[src/rtl/data_island_assembler.sv]
// data_island_assembler
//   Queues complete data-island packets (24-bit header + four 56-bit
//   subpackets) in a small FIFO. It then serialises one packet every 32
//   enable-high pixel clocks into 9-bit TMDS data-island symbols. Each lane
//   carries its data followed by an 8-bit BCH ECC (poly 0x83, LSB-first),
//   computed serially while the data bits are being sent.
//
//   Optional build macro: DIA_NULL_FILL_EN
//     When defined, an empty FIFO at a packet boundary emits an all-zero
//     null packet. When undefined, the symbol counter waits at 0 until a
//     packet is queued.
//
// Ports
//   clk_pixel      in   pixel clock, rising edge
//   reset_n        in   asynchronous active-low reset
//   enable         in   data island period active
//   in_valid       in   upstream packet valid
//   in_ready       out  FIFO can accept a packet
//   in_header      in   HB0..HB2, bit 0 sent first
//   in_sub         in   subpacket i at [56i+55:56i]
//   packet_data    out  registered 9-bit symbol
//   packet_enable  out  high with symbol 0 of each packet
//   pkt_count      out  packets started in this enable period
//   island_full    out  pkt_count == MAX_PACKETS
//   fifo_level     out  FIFO occupancy 0..DEPTH
module data_island_assembler #(
   parameter int unsigned DEPTH       = 4,
   parameter int unsigned MAX_PACKETS = 18
) (
   input  logic         clk_pixel,
   input  logic         reset_n,
   input  logic         enable,
   input  logic         in_valid,
   output logic         in_ready,
   input  logic [23:0]  in_header,
   input  logic [223:0] in_sub,
   output logic [8:0]   packet_data,
   output logic         packet_enable,
   output logic [4:0]   pkt_count,
   output logic         island_full,
   output logic [3:0]   fifo_level
);

`ifdef DIA_NULL_FILL_EN
   localparam logic NULL_FILL = 1'b1;
`else
   localparam logic NULL_FILL = 1'b0;
`endif

   localparam int unsigned PTR_W = $clog2(DEPTH);

   logic [23:0]      hdr_mem [DEPTH];
   logic [223:0]     sub_mem [DEPTH];
   logic [PTR_W-1:0] wr_ptr;
   logic [PTR_W-1:0] rd_ptr;

   logic [4:0]       k;
   logic             active;
   logic [23:0]      hdr_r;
   logic [223:0]     sub_r;
   logic [7:0]       ecc_h;
   logic [7:0]       ecc_s [4];

   logic             fifo_empty;
   logic             push;
   logic             pop;
   logic             can_start;
   logic             emit;
   logic [23:0]      start_hdr;
   logic [223:0]     start_sub;
   logic [23:0]      cur_hdr;
   logic [223:0]     cur_sub;
   logic [31:0]      hdr_ext;
   logic [63:0]      sub_ext [4];
   logic [7:0]       ecc_h_nxt;
   logic [7:0]       ecc_s_nxt [4];
   logic [8:0]       sym;

   function automatic logic [7:0] ecc_step(input logic [7:0] e, input logic b);
      return (e >> 1) ^ (((e[0] ^ b) == 1'b1) ? 8'h83 : 8'h00);
   endfunction

   function automatic logic [PTR_W-1:0] next_ptr(input logic [PTR_W-1:0] p);
      return (p == PTR_W'(DEPTH - 1)) ? '0 : p + 1'b1;
   endfunction

   assign island_full = (pkt_count == 5'(MAX_PACKETS));

   always_comb begin
      fifo_empty = (fifo_level == '0);
      in_ready   = (fifo_level < 4'(DEPTH));
      push       = in_valid && in_ready;
      can_start  = enable && (k == '0) && (pkt_count < 5'(MAX_PACKETS)) &&
                   (!fifo_empty || NULL_FILL);
      pop        = can_start && !fifo_empty;
      emit       = can_start || (enable && active && (k != '0));

      // Symbol 0 is built straight from the FIFO head, since the packet
      // register is only loaded on that same edge.
      start_hdr  = fifo_empty ? '0 : hdr_mem[rd_ptr];
      start_sub  = fifo_empty ? '0 : sub_mem[rd_ptr];
      cur_hdr    = (k == '0) ? start_hdr : hdr_r;
      cur_sub    = (k == '0) ? start_sub : sub_r;

      // Zero-extended so the symbol index never leaves the vector.
      hdr_ext    = {8'h00, cur_hdr};
      ecc_h_nxt  = ecc_step((k == '0) ? 8'h00 : ecc_h, hdr_ext[k]);

      sym        = '0;
      sym[0]     = (k < 5'd24) ? hdr_ext[k] : ecc_h[k[2:0]];
      for (int unsigned i = 0; i < 4; i++) begin
         sub_ext[i]   = {8'h00, cur_sub[56*i +: 56]};
         ecc_s_nxt[i] = ecc_step(ecc_step((k == '0) ? 8'h00 : ecc_s[i],
                                          sub_ext[i][{k, 1'b0}]),
                                 sub_ext[i][{k, 1'b1}]);
         sym[1+i]     = (k < 5'd28) ? sub_ext[i][{k, 1'b0}] : ecc_s[i][{k[1:0], 1'b0}];
         sym[5+i]     = (k < 5'd28) ? sub_ext[i][{k, 1'b1}] : ecc_s[i][{k[1:0], 1'b1}];
      end
   end

   always_ff @(posedge clk_pixel or negedge reset_n) begin
      if (!reset_n) begin
         wr_ptr     <= '0;
         rd_ptr     <= '0;
         fifo_level <= '0;
      end else begin
         if (push) wr_ptr <= next_ptr(wr_ptr);
         if (pop)  rd_ptr <= next_ptr(rd_ptr);
         case ({push, pop})
            2'b10:   fifo_level <= fifo_level + 4'd1;
            2'b01:   fifo_level <= fifo_level - 4'd1;
            default: fifo_level <= fifo_level;
         endcase
      end
   end

   always_ff @(posedge clk_pixel) begin
      if (push) begin
         hdr_mem[wr_ptr] <= in_header;
         sub_mem[wr_ptr] <= in_sub;
      end
   end

   always_ff @(posedge clk_pixel) begin
      if (can_start) begin
         hdr_r <= start_hdr;
         sub_r <= start_sub;
      end
   end

   always_ff @(posedge clk_pixel or negedge reset_n) begin
      if (!reset_n) begin
         k             <= '0;
         active        <= 1'b0;
         pkt_count     <= '0;
         packet_data   <= '0;
         packet_enable <= 1'b0;
         ecc_h         <= '0;
         for (int unsigned i = 0; i < 4; i++) ecc_s[i] <= '0;
      end else if (!enable) begin
         // Any packet in flight is dropped; symbol outputs keep their value.
         k         <= '0;
         active    <= 1'b0;
         pkt_count <= '0;
         ecc_h     <= '0;
         for (int unsigned i = 0; i < 4; i++) ecc_s[i] <= '0;
      end else begin
         if (can_start) pkt_count <= pkt_count + 5'd1;

         if (can_start)         active <= 1'b1;
         else if (k == 5'd31)   active <= 1'b0;

         // Without null fill the counter parks at 0 until a packet can start.
         if ((k != '0) || can_start || NULL_FILL) k <= k + 5'd1;

         if (emit) begin
            packet_data   <= sym;
            packet_enable <= can_start;
            if (k < 5'd24) ecc_h <= ecc_h_nxt;
            for (int unsigned i = 0; i < 4; i++) begin
               if (k < 5'd28) ecc_s[i] <= ecc_s_nxt[i];
            end
         end else begin
            packet_data   <= '0;
            packet_enable <= 1'b0;
         end
      end
   end

endmodule

[config.mk]
export PLATFORM = sky130hd
export DESIGN_NAME = data_island_assembler
export DESIGN_NICKNAME = d
export VERILOG_FILES = /design/src/rtl/data_island_assembler.sv
export SDC_FILE = /design/constraint.sdc
export NUM_CORES = 1
export LEC_CHECK = 0
export CORE_MARGIN = 5
export CORE_UTILIZATION = 30
export DETAILED_ROUTE_END_ITERATION = 7
export GPL_TIMING_DRIVEN = 0
export PLACE_DENSITY = 0.53
export SETUP_SLACK_MARGIN = 0.3
export SYNTH_ARGS = -nofsm -noshare
export SYNTH_HDL_FRONTEND = slang
export SYNTH_SLANG_ARGS = --single-unit
[constraint.sdc]
create_clock -name clk_pixel -period 13 [get_ports clk_pixel]
set_input_delay 2.6 -clock clk_pixel [delete_from_list [all_inputs] [get_ports clk_pixel]]
set_output_delay 2.6 -clock clk_pixel [all_outputs]
set_load 0.05 [all_outputs]
==> results of run 1 <==
-- flip-flops by register name (all words and copies together) (netlist names), 8 cells and up --
register / flops
sub_r: 224
ecc_s: 32
hdr_r: 24
packet_data: 9
sub_mem: 896
hdr_mem: 96
ecc_h: 8
-- through the flow --
stage	area, sq um	setup TNS (ns)	std cells	worst slack (ns)
6_report	63450	0	5714	6.070
5_1_grt	63410	0	5698	5.984
4_1_cts	63410	0	5698	6.281
3_5_place_dp	59180	0	5457	6.323
3_3_place_gp	58500	-1922.59	5433	-2.031
2_1_floorplan	52860	0	2822	3.360
-- cell usage after synthesis, types with 6 or more instances --
master | count | area share (%)
buf_2 | 55 | 0.52
a21o_1 | 7 | 0.099
a311oi_1 | 7 | 0.12
mux2_2 | 8 | 0.17
nor3_1 | 10 | 0.095
a221oi_1 | 39 | 0.65
a31oi_1 | 10 | 0.12
nand2b_1 | 6 | 0.071
edfxtp_1 | 1240 | 70
nand2_1 | 146 | 1.0
a211oi_1 | 11 | 0.16
mux4_2 | 277 | 12
buf_1 | 16 | 0.11
xor2_1 | 18 | 0.30
mux2i_1 | 26 | 0.49
a22o_1 | 16 | 0.27
buf_4 | 11 | 0.16
inv_1 | 20 | 0.14
a21boi_0 | 7 | 0.099
nor2_1 | 28 | 0.20
a22oi_1 | 9 | 0.13
a221o_1 | 14 | 0.27
o21ai_0 | 41 | 0.39
ha_1 | 13 | 0.31
dfrtp_1 | 69 | 3.3
nand3_1 | 84 | 0.80
nand4_1 | 17 | 0.20
buf_6 | 20 | 0.43
a21oi_1 | 102 | 0.97
xnor2_1 | 26 | 0.43
o2111ai_1 | 18 | 0.30
clkbuf_1 | 81 | 0.58
and2_1 | 257 | 3.0
and3_1 | 10 | 0.12
nor2b_1 | 8 | 0.095
o21ai_1 | 8 | 0.076
o22ai_1 | 12 | 0.14
-- worst max-delay path, stage by stage, from the launching register on --
cell and delay [ns]:
dfrtp_1 0.56, inv_1 0.21, clkbuf_1 0.53, buf_1 0.62, buf_1 0.63, ha_1 0.27
nor4b_1 0.42, buf_2 0.39, buf_2 0.32, buf_1 0.86, mux4_2 0.50, nor2b_1 0.16
a21oi_1 0.11, nand3_1 0.19, a211oi_2 0.69, o21a_1 0.22, o22ai_1 0.06
-- power groups by stage --
| stage | sequential, W | combinational, W | clock, W |
|---|---|---|---|
| 3_3_place_gp | 0.00626 | 0.00568 | 0 |
| 3_5_place_dp | 0.00595 | 0.00579 | 0 |
| 2_1_floorplan | 0.00610 | 0.00338 | 0 |
| 5_1_grt | 0.00592 | 0.00608 | 0.00403 |
| 6_report | 0.00587 | 0.00580 | 0.00376 |
| 4_1_cts | 0.00587 | 0.00581 | 0.00385 |
-- final cells by class --
class | count | area [sq um]
Antenna cell | 16 | 40.04
Buffer | 187 | 1022
Clock buffer | 172 | 3654
Clock inverter | 69 | 573.1
Fill cell | 16449 | 112300
Inverter | 20 | 82.58
Multi-Input combinational cell | 1306 | 12820
Sequential cell | 1309 | 38960
Tap cell | 2340 | 2928
Timing Repair Buffer | 295 | 3363
-- cells by family (layout without fill, tap and decap cells) --
| logic type | after synthesis | count (layout) | share of synthesized area (%) |
|---|---|---|---|
| and+or+nand+nor | 596 | 596 | 6.210 |
| DFF | 1309 | 1309 | 73.70 |
| buffers and inverters | 207 | 743 | 2.076 |
| other | 0 | 16 | 0 |
| muxes | 311 | 311 | 12.46 |
| AOI/OAI and AO/OA | 340 | 340 | 4.443 |
| xor gates and xnor gates | 45 | 45 | 0.7598 |
| adders and majority gates | 14 | 14 | 0.3456 |
-- worst max-delay path by stage --
| stage | end | slack [ns] |
|---|---|---|
| global route | packet_data[0] | 5.98 |
| finish | packet_data[0] | 6.07 |
| floorplan | fifo_level[3] | 3.36 |
| detailed placement | packet_data[0] | 6.32 |
| CTS | packet_data[0] | 6.28 |
| global placement | sub_mem[1][138] | -2.03 |
-- layer usage --
metal  part of all wire, %  vias to the layer above
met2                    47                     1160
met3                   7.7                      316
met5                  0.13                        -
li1                      -                    12277
met4                   3.6                       36
met1                    41                    15149
==> results.sh, run 1 <==
export IMPL_crit_start="k[0]"
export IMPL_hold_end="ecc_s[30]"
export IMPL_post_cts_buffers=0
export IMPL_clock_sinks=1309
export IMPL_max_slew_margin_pct=6.726
export IMPL_mostFrequentLayoutCell="edfxtp_1"
export IMPL_ant_nets=0
export IMPL_synthFlopType="edfxtp_1"
export IMPL_grt_use_met1_pct=22.63
export IMPL_chipWidth_um=429.8
export IMPL_vias_per_cell=5.064
export IMPL_r2r_end="packet_data[0]"
export IMPL_power_w=0.01543
export IMPL_tritoncts="yes"
export IMPL_holdCritPathClass="reg -> reg"
export IMPL_p_sw_w=0.005543
export IMPL_yosys_register_bits=1309
export IMPL_clk_latency_ns=0.76
export IMPL_wl_um=161400
export IMPL_port_buffer_count=271
export IMPL_grt_pass1_wl_um=226800
export IMPL_pwr_share_clk_pct=24.4
export IMPL_grt_max_degree=113
export IMPL_swShare_pct=35.91
export IMPL_hp_start="ecc_s[30]"
export IMPL_cts_made_buffers=139
export IMPL_dr_pass1_iters=5
export IMPL_combPwrFrac_pct=37.6
export IMPL_drtIter0Drc=2789
export IMPL_period_share_pct=53.31
export IMPL_fin_skew_ns=0.02548
export IMPL_yosysSeqAreaShare_pct=73.70
export IMPL_avgSynthCellArea_sq_um=18.73
export IMPL_cp_arrival_ns=7.53
export IMPL_async_reset_ff_share_pct=5.271
export IMPL_p_leak_nw=20.27
export IMPL_hold_slack_ns=0.5111
export IMPL_grt_use_met2_pct=27.44
export IMPL_yosys_warnings=0
export IMPL_fin_util_pct=36.11
export IMPL_grt_antenna_before_repair=57
export IMPL_clockRootBuffer="clkbuf_16"
export IMPL_critPathMaxFanout=10
export IMPL_htree_levels=4
export IMPL_drive_gt1_share_pct=18.25
export IMPL_grt_setup_unrepaired="false"
export IMPL_start_util_pct=30.08
export IMPL_seqPwrFrac_pct=38.1
export IMPL_fp_row_count=154
export IMPL_worst_setup_path_type="reg -> reg"
export IMPL_r2r_start="k[0]"
export IMPL_clk_path_buf_depth=3
export IMPL_p_int_w=0.009890
export IMPL_status="completed"
export IMPL_critical_path_required_ns=13.60
export IMPL_wl_per_cell_um=28.25
export IMPL_end_kind="flip-flop"
export IMPL_syn_nets=3088
export IMPL_r2r_cells=16
export IMPL_nets=3524
export IMPL_ir_drop_uv=136.8
export IMPL_max_freq_mhz=144.3
export IMPL_post_route_min_period_ns=6.930
export IMPL_busiest_layer="met2"
export IMPL_power_density_nw_per_um2=243.2
export IMPL_vias=28938
export IMPL_min_path_cells=2
export IMPL_syn2layout_area_growth_pct=20.02
export IMPL_slew_violations=0
export IMPL_clk_pin_slew_ns=0.06
export IMPL_synth_edf_count=1240
export IMPL_ys_types=77
export IMPL_synthCells=2822
export IMPL_worstMarginPinSlew_ns=1.388
export IMPL_finalSetupViolations=0
export IMPL_grt_use_total_pct=17.13
export IMPL_hpwl_um=114500
export IMPL_syn_cell_area_sq_um=52860
export IMPL_drc=0
export IMPL_use_met3_pct=4.513
export IMPL_ios=273
export IMPL_startpoint_type="flip-flop"
export IMPL_cts_hold_buf=0
export IMPL_overflow=0
export IMPL_timing_hold_violations_final=0
export IMPL_die_h_um=429.8
export IMPL_coreArea_sq_um=175700
export IMPL_gp_congestion=0.9116
export IMPL_max_cap_violations=0
export IMPL_final_cell_mix="edfxtp_1 (1240), mux4_2 (277), clkdlybuf4s50_1 (270)"
export IMPL_r2r_slack_ns=6.07
export IMPL_cts_resized=0
export IMPL_dieArea_sq_um=184700
export IMPL_grt_pass1_vias=28838
Note: power is estimated with default switching activity, not from simulation.
==> run 2, diff against run 1 <==
==> constraint.sdc (replaced) <==
create_clock -name clk_pixel -period 6.9 [get_ports clk_pixel]
set_input_delay 1.38 -clock clk_pixel [delete_from_list [all_inputs] [get_ports clk_pixel]]
set_output_delay 1.38 -clock clk_pixel [all_outputs]
set_load 0.05 [all_outputs]
==> results.sh, run 2 (synthesized netlist as in run 1, its figures left out) <==
export IMPL_cts_made_buffers=142
export IMPL_critPathTopFamily="buffers and inverters"
export IMPL_swShare_pct=35.88
export IMPL_p_leak_nw=20.39
export IMPL_clk_pin_slew_ns=0.06
export IMPL_crit_buf_inv=6
export IMPL_end_kind="flip-flop"
export IMPL_combPwrFrac_pct=37.6
export IMPL_clk_latency_ns=0.78
export IMPL_die_h_um=429.8
export IMPL_grt_antenna_before_repair=56
export IMPL_pwr_share_clk_pct=24.7
export IMPL_hpwl_um=115100
export IMPL_drtIter0Drc=3421
export IMPL_slowest_delay_ns=0.81
export IMPL_ant_nets=0
export IMPL_wl_per_cell_um=28.21
export IMPL_register_area_sq_um=38960
export IMPL_fp_row_count=154
export IMPL_grt_use_total_pct=17.18
export IMPL_multiInputGateArea_sq_um=12850
export IMPL_nets=3531
export IMPL_fillers=16362
export IMPL_htree_levels=4
export IMPL_finalSetupViolations=0
export IMPL_largest_reg_flops=896
export IMPL_dr_pass1_iters=6
export IMPL_overflow=0
export IMPL_coreArea_sq_um=175700
export IMPL_period_share_pct=84.83
export IMPL_port_buffer_count=271
export IMPL_clk_path_buf_depth=3
export IMPL_drc=0
export IMPL_slew_violations=0
export IMPL_grt_setup_unrepaired="false"
export IMPL_post_route_min_period_ns=5.854
export IMPL_grt_max_degree=66
export IMPL_vias=29089
export IMPL_drive_gt1_share_pct=18.68
export IMPL_clockRootBuffer="clkbuf_16"
export IMPL_grt_pass1_wl_um=227300
export IMPL_clock_sinks=1309
export IMPL_detailedPlace_worstSlack_ns=1.215
export IMPL_p_sw_w=0.01051
export IMPL_power_w=0.02930
export IMPL_gp_congestion=0.9433
export IMPL_max_cap_violations=0
export IMPL_ir_drop_uv=304.9
export IMPL_r2r_slack_ns=1.05
export IMPL_wl_um=161800
export IMPL_vias_per_cell=5.072
export IMPL_post_cts_buffers=0
export IMPL_reg_top3="sub_mem: 896 flops, sub_r: 224 flops, hdr_mem: 96 flops"
export IMPL_setup_slack_ns=1.046
export IMPL_cp_slowest_cell="buf_1"
export IMPL_p_int_w=0.01879
export IMPL_grt_pass1_vias=29032
export IMPL_cts_resized=0
export IMPL_cts_hold_buf=0
export IMPL_max_slew_margin_pct=8.989
export IMPL_ios=273
export IMPL_final_cell_mix="edfxtp_1 (1240), mux4_2 (277), clkdlybuf4s50_1 (270)"
export IMPL_start_util_pct=30.08
export IMPL_dieArea_sq_um=184700
export IMPL_startpoint_type="flip-flop"
export IMPL_syn2layout_area_growth_pct=20.55
export IMPL_mostFrequentLayoutCell="edfxtp_1"
export IMPL_status="completed"
export IMPL_critPathMaxFanout=10
export IMPL_placed_area_sq_um=59290
export IMPL_critical_path_required_ns=7.53
export IMPL_fin_util_pct=36.26
export IMPL_worstMarginPinSlew_ns=1.354
export IMPL_fin_skew_ns=0.03467
export IMPL_cp_arrival_ns=6.49
export IMPL_max_flop_register="sub_mem"
export IMPL_seqPwrFrac_pct=37.7
export IMPL_setup_tns_ns=0
export IMPL_final_area_sq_um=63730
export IMPL_max_freq_mhz=170.8
export IMPL_chipWidth_um=429.8
export IMPL_tritoncts="yes"
export IMPL_worst_setup_path_type="reg -> reg"
export IMPL_power_density_nw_per_um2=459.9
export IMPL_holdCritPathClass="in -> async"
export IMPL_cp_cell_sequence="clkbuf_2 -> inv_1 -> clkbuf_2 -> ha_4 -> nor4b_1 -> buf_2 -> buf_2 -> buf_1 -> mux4_2 -> nand2_1 -> nand3_1 -> nor4_4 -> a21boi_0 -> o22ai_1"
export IMPL_timing_hold_violations_final=0
run 2: changes by cell type in the layout (fill, tap and decap cells not counted), moves of 3 or more:
cell / delta
clkinv_1: -5
diode_2: +12
clkbuf_16: +7
clkbuf_1: +4
clkbuf_2: +3
buf_12: +6
run 2: power groups by stage:
stage	clock (W)	combinational, W	sequential [W]
after global routing	0.00773	0.0115	0.0112
after CTS	0.00740	0.0110	0.0110
after global placement	0	0.0107	0.0115
final	0.00724	0.0110	0.0111
after floorplan	0	0.00640	0.0113
after detailed placement	0	0.0110	0.0112
run 2: path summary, 6_finish.rpt:
check	from	endpoint	depth (start not counted)
max in group asynchronous	reset_n	ecc_s[8]	2
max	k[1]	packet_data[7]	14
max reg2reg	k[1]	packet_data[7]	14
min reg2reg	ecc_s[30]	ecc_s[30]	2
min	reset_n	fifo_level[3]	1
min in group clk_pixel	ecc_s[30]	ecc_s[30]	2
run 2: layout make-up:
cell class	count	area share [%]
diodes	28	0.1100
plain buffers	187	1.649
flip-flops and latches	1309	61.14
repair buffers	299	5.380
multi-input cells	1306	20.16
well taps	2340	4.594
clock inverters	60	0.8109
inverters	20	0.1237
clock buffers	186	6.034
run 2: metrics by stage:
| step | instances | hold slack (ns) |
|---|---|---|
| final | 5735 | 0.4036 |
| after global routing | 5709 | 0.3536 |
| after CTS | 5707 | 0.3288 |
| after detailed placement | 5461 | 0.5005 |
| after global placement | 5433 | 0.4938 |
| after floorplan | 2822 | 0.4671 |
run 2: worst register-to-register path: cells and delay by family (launching register included):
kind / cells / cell delay, ns
AO/OA/AOI/OAI: 2 / 0.61
adder cells (fa/ha/maj): 1 / 0.20
buffers and inverters: 6 / 2.51
flip-flops: 1 / 0.46
multiplexers: 1 / 0.48
AND/OR/NAND/NOR: 4 / 1.47
run 2: layer usage:
layer | vias to the layer above | GRT usage, % | part of all wire (%)
met5 | - | 0 | 0.074
met4 | 18 | 6.192 | 3.9
met3 | 313 | 4.638 | 8.3
met2 | 1282 | 26.95 | 46
met1 | 15180 | 23.04 | 41
li1 | 12296 | - | -
==> RTL change: new RTL, flow settings as in run 2 <==
The option `DIA_NULL_FILL_EN` is turned on by a define.
--- a/src/rtl/data_island_assembler.sv
+++ b/src/rtl/data_island_assembler.sv
@@ -25,2 +25,4 @@
 //   fifo_level     out  FIFO occupancy 0..DEPTH
+`define DIA_NULL_FILL_EN
+
 module data_island_assembler #(
Formal check against the unedited RTL: not equivalent (a bounded check fails within 4 cycles, from zero or initial values and one cycle with reset_n low).
==> RTL change against run 2 <==
Power fell by 12%. Critical path depth increased by 11. Sequential cell count unchanged. Wire length up 0.10%. Setup slack got worse by 530 ps. Largest power group unchanged. Worst hold slack better by 120 ps. Synthesized area up 0.59%. Final area is 0.83% higher.
==> RTL change: results (changes against run 2) <==
stage,metric,value,unit,change
outcome,status,"complete, no violations",,unchanged
timing,setup_viol,0,,unchanged
min_path,hold_path.class,reg -> reg,,was in -> async
synthesis,synth_compound_area_share,4.40,%,was 4.44%
setup_path,path_delay_family,buffers and inverters,,unchanged
clock_tree,cts_setup_buffers,0,,unchanged
timing,skew,31.3,ps,was 34.7 ps
place,dp_hpwl,113000,um,"was 115,000 um"
synthesis,synthTopCellsByArea,"edfxtp_1 70%, mux4_2 12%, dfrtp_1 3.2%, and2_1 3.0%, nand2_1 0.88%",,"was edfxtp_1 70%, mux4_2 12%, dfrtp_1 3.3%, and2_1 3.0%, nand2_1 1.0%"
final_layout,top_regs,"sub_mem: 896 flops, sub_r: 224 flops, hdr_mem: 96 flops",,unchanged
grt,grt_pass1_wl,228000,um,"was 227,000 um"
synthesis,synth_fa_ha_area_share,0.344,%,was 0.346%
synthesis,muxShareOfSynthArea,13.2,%,was 12.5%
detailed_routing,dr.pass1.iters,5,,was 6
final_layout,drive_gt1_share,19.9,%,was 18.7%
clock_tree,clock-root-buffer,clkbuf_16,,unchanged
clock_tree,clock_path_buffers,3,,unchanged
synthesis,synth_edf_count,1240,,unchanged
synthesis,syn_nets,3038,,"was 3,088"
clock_tree,clock_latency,790,ps,
synthesis,seq_area_frac_synth,73.3,%,was 73.7%
synthesis,synth_cells,2772,,"was 2,822"
place,place_ws,443,ps,was 1210 ps
synthesis,synth_warnings,0,,unchanged
final_layout,final_nets,3487,,"was 3,531"
place,dp_cells,5414,,"was 5,461"
power_and_ir_drop,cellLeakagePower,20.7,nW,was 20.4 nW
clock_tree,numCtsBuffers,144,,was 142
timing,slew-limit-headroom,10.4,%,was 8.99%
place,port_buffers,272,,was 271
grt,grt_start_max_net_pins,52,,was 66
grt,grt_util_met1,22.1,%,was 23.0%
setup_path,cpPeakStageDelay,510,ps,was 810 ps
place,placed_cell_area,0.0597,mm2,was 0.0593 mm2
setup_path,worstPathArrival,7030,ps,was 6490 ps
setup_path,critPathSlowestCell,buf_2,,was buf_1
synthesis,synth_xor_xnor_area_share,0.755,%,was 0.760%
final_layout,final_cells,5690,,"was 5,735"
grt,grt_use_met3,4.36,%,was 4.64%
grt,antenna_found_initial,49,,was 56
detailed_routing,vias_per_cell,5.10,,was 5.07
clock_tree,clk_pin_slew,60,ps,about the same
detailed_routing,avgRoutedWirePerCell,28.5,um,was 28.2 um
power_and_ir_drop,vdd_drop_max,0.000296,V,was 0.000305 V
grt,grt_use_total,17.1,%,was 17.2%
grt,grt_pass1_vias,29100,,was 29.0k
synthesis,async_flop_share,5.27,%,unchanged
clock_tree,cts_resized,0,,unchanged
detailed_routing,dr.first_iter.drc_count,3047,,"was 3,421"
clock_tree,htree_levels,4,,unchanged
setup_path,crit_fanout,35,,was 10
grt,use_met2,28.2,%,was 27.0%
synthesis,yosys.cell_types.count,81,,was 77
place,routabilityCongestion,0.884,,was 0.943
synthesis,synth_commonest_cells,"1,240 x edfxtp_1, 284 x mux4_2, 257 x and2_1",,"was 1,240 x edfxtp_1, 277 x mux4_2, 257 x and2_1"
[RTL change: layout make-up]
class | count | area, um2
Fill cell | 16400 | 112000
Sequential cell | 1309 | 39000
Multi-Input combinational cell | 1259 | 13000
Clock buffer | 179 | 3770
Timing Repair Buffer | 302 | 3460
Tap cell | 2340 | 2930
Buffer | 182 | 1220
Clock inverter | 81 | 754
Inverter | 22 | 87.6
Antenna cell | 15 | 37.5
Timing Repair inverter | 1 | 5.00
[RTL change: layer usage]
| metal | wire length, um | vias up |
|---|---|---|
| met5 | 184 | - |
| met4 | 5570 | 28 |
| met3 | 12300 | 317 |
| met2 | 78400 | 1150 |
| met1 | 65500 | 15300 |
| li1 | - | 12200 |
[RTL change: worst paths after layout]
check	startpoint	end	slack, ps	cells after the start
max in group asynchronous	reset_n	k[0]	5720	2
worst max-delay path	k[0]	fifo_level[3]	510	25
worst max register to register	k[0]	fifo_level[3]	510	25
worst min-delay path	ecc_s[23]	ecc_s[21]	520	1
min in group asynchronous	reset_n	pkt_count[2]	560	1
worst min register to register	ecc_s[23]	ecc_s[21]	520	1
[RTL change: logic make-up (layout without fill, tap and decap cells)]
logic type	Yosys count	in the layout
XOR/XNOR	41	41
adder cells (fa/ha/maj)	14	14
buffers and inverters	204	767
AND/OR/NAND/NOR	553	553
flip-flops	1309	1309
multiplexers	320	320
other	0	15
AO/OA/AOI/OAI	331	331
[RTL change: where the power goes]
part	leakage [nW]	internal, W	total [W]	switching, W
combinational	6.22	0.00323	0.00787	0.00464
clock	2.20	0.00418	0.00741	0.00323
sequential	12.2	0.0102	0.0105	0.000319
